==> src/rtl/cfu_issue.sv <==
// cfu_issue: issues custom-0 instructions to the CFU from held operand copies and returns the result with rd.
// Latency: response valid 2 cycles after accept plus one per stall cycle; an illegal opcode responds after 1 cycle.
// Backpressure: accepts in IDLE or while the pending response drains; CFU_TIMEOUT_EN aborts stalls after TIMEOUT_CYCLES.
module cfu_issue #(
    parameter logic [6:0]  OPCODE         = 7'b0001011,
    parameter int unsigned TIMEOUT_CYCLES = 1024
) (
    input  logic        clk_i,
    input  logic        rst_i,
    input  logic        req_valid_i,
    output logic        req_ready_o,
    input  logic [31:0] req_insn_i,
    input  logic [31:0] req_src1_i,
    input  logic [31:0] req_src2_i,
    output logic        resp_valid_o,
    input  logic        resp_ready_i,
    output logic [4:0]  resp_rd_o,
    output logic [31:0] resp_data_o,
    output logic        resp_err_o,
    output logic        busy_o,
    output logic        cfu_en_o,
    output logic [2:0]  cfu_funct3_o,
    output logic [6:0]  cfu_funct7_o,
    output logic [31:0] cfu_src1_o,
    output logic [31:0] cfu_src2_o,
    input  logic        cfu_stall_i,
    input  logic [31:0] cfu_rslt_i
);
    typedef enum logic [1:0] {IDLE = 2'd0, EXEC = 2'd1, RESP = 2'd2} state_t;

    if (TIMEOUT_CYCLES < 2) begin : g_bad_timeout
        $error("cfu_issue: TIMEOUT_CYCLES must be at least 2");
    end

    state_t      state_q, state_d;
    logic [2:0]  funct3_q, funct3_d;
    logic [6:0]  funct7_q, funct7_d;
    logic [4:0]  rd_q, rd_d;
    logic [31:0] src1_q, src1_d;
    logic [31:0] src2_q, src2_d;
    logic [31:0] data_q, data_d;
    logic        err_q, err_d;
    logic        resp_valid_q, cfu_en_q, busy_q;
    logic        accept, legal;

    // Register-address fields are not needed; the CPU supplies operand values directly.
    logic unused_insn;
    assign unused_insn = ^req_insn_i[24:15];

    assign req_ready_o = (state_q == IDLE) || (state_q == RESP && resp_ready_i);
    assign accept      = req_valid_i && req_ready_o;
    assign legal       = (req_insn_i[6:0] == OPCODE);

`ifdef CFU_TIMEOUT_EN
    localparam int CW = $clog2(TIMEOUT_CYCLES);
    logic [CW-1:0] cnt_q, cnt_d;
    logic          expired;
    assign expired = (cnt_q == CW'(TIMEOUT_CYCLES - 1));
`endif

    always_comb begin
        state_d  = state_q;
        funct3_d = funct3_q;
        funct7_d = funct7_q;
        rd_d     = rd_q;
        src1_d   = src1_q;
        src2_d   = src2_q;
        data_d   = data_q;
        err_d    = err_q;
`ifdef CFU_TIMEOUT_EN
        cnt_d    = cnt_q;
`endif
        case (state_q)
            IDLE, RESP: begin
                if (accept) begin
                    funct3_d = req_insn_i[14:12];
                    funct7_d = req_insn_i[31:25];
                    rd_d     = req_insn_i[11:7];
                    src1_d   = req_src1_i;
                    src2_d   = req_src2_i;
                    if (legal) begin
                        state_d = EXEC;
`ifdef CFU_TIMEOUT_EN
                        cnt_d   = '0;
`endif
                    end else begin
                        state_d = RESP;
                        data_d  = 32'h0;
                        err_d   = 1'b1;
                    end
                end else if (state_q == RESP && resp_ready_i) begin
                    state_d = IDLE;
                end
            end
            EXEC: begin
                // A completing cycle wins over timeout expiry.
                if (!cfu_stall_i) begin
                    data_d  = cfu_rslt_i;
                    err_d   = 1'b0;
                    state_d = RESP;
                end
`ifdef CFU_TIMEOUT_EN
                else if (expired) begin
                    data_d  = 32'h0;
                    err_d   = 1'b1;
                    state_d = RESP;
                end else begin
                    cnt_d = cnt_q + 1'b1;
                end
`endif
            end
            default: state_d = IDLE;
        endcase
    end

    always_ff @(posedge clk_i) begin
        if (rst_i) begin
            state_q      <= IDLE;
            funct3_q     <= '0;
            funct7_q     <= '0;
            rd_q         <= '0;
            src1_q       <= '0;
            src2_q       <= '0;
            data_q       <= '0;
            err_q        <= 1'b0;
            resp_valid_q <= 1'b0;
            cfu_en_q     <= 1'b0;
            busy_q       <= 1'b0;
`ifdef CFU_TIMEOUT_EN
            cnt_q        <= '0;
`endif
        end else begin
            state_q      <= state_d;
            funct3_q     <= funct3_d;
            funct7_q     <= funct7_d;
            rd_q         <= rd_d;
            src1_q       <= src1_d;
            src2_q       <= src2_d;
            data_q       <= data_d;
            err_q        <= err_d;
            resp_valid_q <= (state_d == RESP);
            cfu_en_q     <= (state_d == EXEC);
            busy_q       <= (state_d != IDLE);
`ifdef CFU_TIMEOUT_EN
            cnt_q        <= cnt_d;
`endif
        end
    end

    assign resp_valid_o = resp_valid_q;
    assign resp_rd_o    = rd_q;
    assign resp_data_o  = data_q;
    assign resp_err_o   = err_q;
    assign busy_o       = busy_q;
    assign cfu_en_o     = cfu_en_q;
    assign cfu_funct3_o = funct3_q;
    assign cfu_funct7_o = funct7_q;
    assign cfu_src1_o   = src1_q;
    assign cfu_src2_o   = src2_q;
endmodule

==> config.mk <==
export PLATFORM = sky130hd
export DESIGN_NAME = cfu_issue
export DESIGN_NICKNAME = d
export VERILOG_FILES = /design/src/rtl/cfu_issue.sv
export SDC_FILE = /design/constraint.sdc
export NUM_CORES = 1
export LEC_CHECK = 0
export CAP_MARGIN = 20
export CORE_ASPECT_RATIO = 0.6
export CORE_UTILIZATION = 38
export DETAILED_ROUTE_END_ITERATION = 10
export HOLD_SLACK_MARGIN = 0.1
export PLACE_DENSITY = 0.82
export SLEW_MARGIN = 20
export SYNTH_ARGS = -nofsm -noshare
export SYNTH_HDL_FRONTEND = slang
export SYNTH_SLANG_ARGS = --single-unit
==> constraint.sdc <==
create_clock -name clk_i -period 1.9 [get_ports clk_i]
set_input_delay 0.19 -clock clk_i [delete_from_list [all_inputs] [get_ports clk_i]]
set_output_delay 0.19 -clock clk_i [all_outputs]
set_load 0.03 [all_outputs]
==> flow_summary.ini <==
[grt]
antenna_found_initial = 0
first_global_vias = 4456
overflow = 0
track_usage = 0.251
grt_max_degree = 66
grt_pass1_wl_um = 22900

[timing]
finalCriticalPeriod_ns = 1.64
fin_skew_ns = 0.00683
whs_ns = 0.343
hold_viol_final = 0
final_max_slew_viol_count = 0
fin_ws_ns = 0.259
slew_headroom = 0.620
worstMarginPinSlew_ns = 0.570
rsz0062_at_grt = no
finalCritPeriodShare = 0.864
setup_viol = 0
fin_setup_tns_ns = 0
fmax_mhz = 609

[synth]
synth_seq_cells = 117
yosysSeqAreaShare = 0.549
postSynthCellCount = 465
synthMuxAreaShare = 0
async_reset_ff_frac = 0
synth.cell_area_mm2 = 0.00426
synth_simple_gate_area_frac = 0.116
synthAdderAreaFrac = 0
avgSynthCellArea_um2 = 9.17
synth-xor-area-share = 0
synth_edf_count = 0
synth_cell_type_count = 24
synth_compound_gate_area_share = 0.275
synth_top_family_by_area = compound AO/OA/AOI/OAI gates
ys_warn_count = 0
syn_nets = 598
ys.flop_type = dfxtp_1

[pwr]
power.density_mw_per_mm2 = 935
p_comb_frac = 0.148
clock_power_share = 0.472
power.switching_mw = 1.65
finalPower_mw = 6.89
power_frac_seq = 0.379
netSwitchingFraction = 0.239
p_int_mw = 5.24
ir_drop_v = 0.000624
p_leak_nw = 2.64

[drt]
first_pass_iters = 8
first_iter_violations = 240
route.detailed.drc = 15
routed_wl_um = 14400
ant_nets = 0
wl_per_cell_um = 17.3
viasPerCell = 5.44
vias = 4535

[worst_setup_path]
critical_path_arrival_ns = 1.45
criticalPathCategory = flip-flop to output pin
timing.critical_path.cells = clkdlybuf4s50_1
cp-end-kind = output pin
critPathBufInv = 1
path_delay_family = buffers and inverters
cpPeakStageDelay_ns = 0.72
crit_path_max_fanout = 2
worstPathRequired_ns = 1.71
cp_slowest_cell = clkdlybuf4s50_1
startpoint_type = flip-flop

[placement]
dpl_worst_slack_ns = 0.00464
placedCellCount = 803
port_buffers = 238
routabilityCongestion = 0.779
placed_area_mm2 = 0.00676
hpwl_um = 9780

[die]
coreArea_mm2 = 0.0107
dieWidth_um = 139
ios = 249
dieArea_mm2 = 0.0117
start_util = 0.397
rows = 29
die_y_um = 84.0

[outcome]
outcome = finished with violations
violations = design-rule violations

[final_layout]
seq_area_mm2 = 0.00234
fin_cells = 833
nets = 816
syn_to_final_growth_pct = 72.9
post-route-util = 0.686
multiInputGateArea_mm2 = 0.00169
fill_cells = 815
final_area_mm2 = 0.00737
drive_gt1_frac = 0.0764
final_cell_mix = 236 x clkdlybuf4s50_1, 117 x dfxtp_1, 82 x a21oi_1
diodes = 0
mostFrequentLayoutCell = clkdlybuf4s50_1

[clocking]
clk_latency_ns = 0.40
h-tree-depth = 4
cts-root-buf = clkbuf_16
cts.sinks = 117
cts_tree = done
numCtsBuffers = 17
holdBufCountCts = 0
clockBufferDepth = 2
clk_pin_slew_ns = 0.05

[min_path]
hold_path.class = input port to flip-flop

[flow_run]
drv_cap = 0
## power groups by stage
stage	Clock [mW]	Combinational, mW	Sequential (mW)
after floorplan	0	0.265	2.86
after global placement	0	0.996	2.65
after detailed placement	0	1.02	2.66
after CTS	3.32	1.02	2.61
after global routing	3.44	1.08	2.62
final	3.25	1.02	2.61
## final timing paths
check	endpoint	from	slack, ns	depth (start not counted)
worst max-delay path	resp_data_o[19]	resp_data_o[19]$_SDFFE_PP0P_	0.26	1
worst min-delay path	cfu_src2_o[1]$_SDFFE_PP0P_	rst_i	0.34	3
worst max register to register	cfu_en_o$_SDFF_PP0_	state_q[1]$_SDFF_PP0_	0.35	4
worst min register to register	resp_err_o$_SDFFE_PP0P_	resp_err_o$_SDFFE_PP0P_	0.45	2
## synth_stat cells (2+ instances only)
master | count | share of area
nand3_1 | 79 | 0.093
nor2_1 | 3 | 0.0026
dfxtp_1 | 117 | 0.55
nand2b_1 | 3 | 0.0044
buf_2 | 7 | 0.0082
clkbuf_1 | 39 | 0.034
buf_6 | 4 | 0.011
nor2b_1 | 3 | 0.0044
o21ai_0 | 79 | 0.093
nand3b_1 | 2 | 0.0035
a21oi_1 | 82 | 0.096
buf_4 | 3 | 0.0053
a31oi_1 | 2 | 0.0029
a32o_1 | 32 | 0.075
## metal layers
metal  vias up  routed length (um)  global-route usage
li1       2144                   -                   -
met1      2161                5870               0.299
met2       212                7020               0.415
met3        18                1330              0.0924
met4         0                 206              0.0909
met5         -                   0                   0
## cells by family after synthesis
family / count (synthesis)
AOI/OAI and AO/OA: 199
buffers and inverters: 55
DFF: 117
and+or+nand+nor: 94
## final cells by class
type	instances	share of cell area
Clock inverter	8	0.0168
Multi-Input combinational cell	293	0.229
Clock buffer	22	0.0657
Timing Repair Buffer	253	0.346
Sequential cell	117	0.318
Inverter	1	0.000509
Tap cell	139	0.0236
## registers in the layout, indices dropped and copies added, names as in the netlist
register and count:
resp_rd_o 5, cfu_en_o 1, busy_o 1, resp_valid_o 1, cfu_funct3_o 3, state_q 2, resp_err_o 1, cfu_src2_o 32
cfu_src1_o 32, cfu_funct7_o 7, resp_data_o 32
## timing repair
item / in CTS / in global routing
setup endpoints to repair: 1 / 0
resized for setup: 1 / 0
setup buffers: 0 / 0
Power figures use the tool's default switching activity.
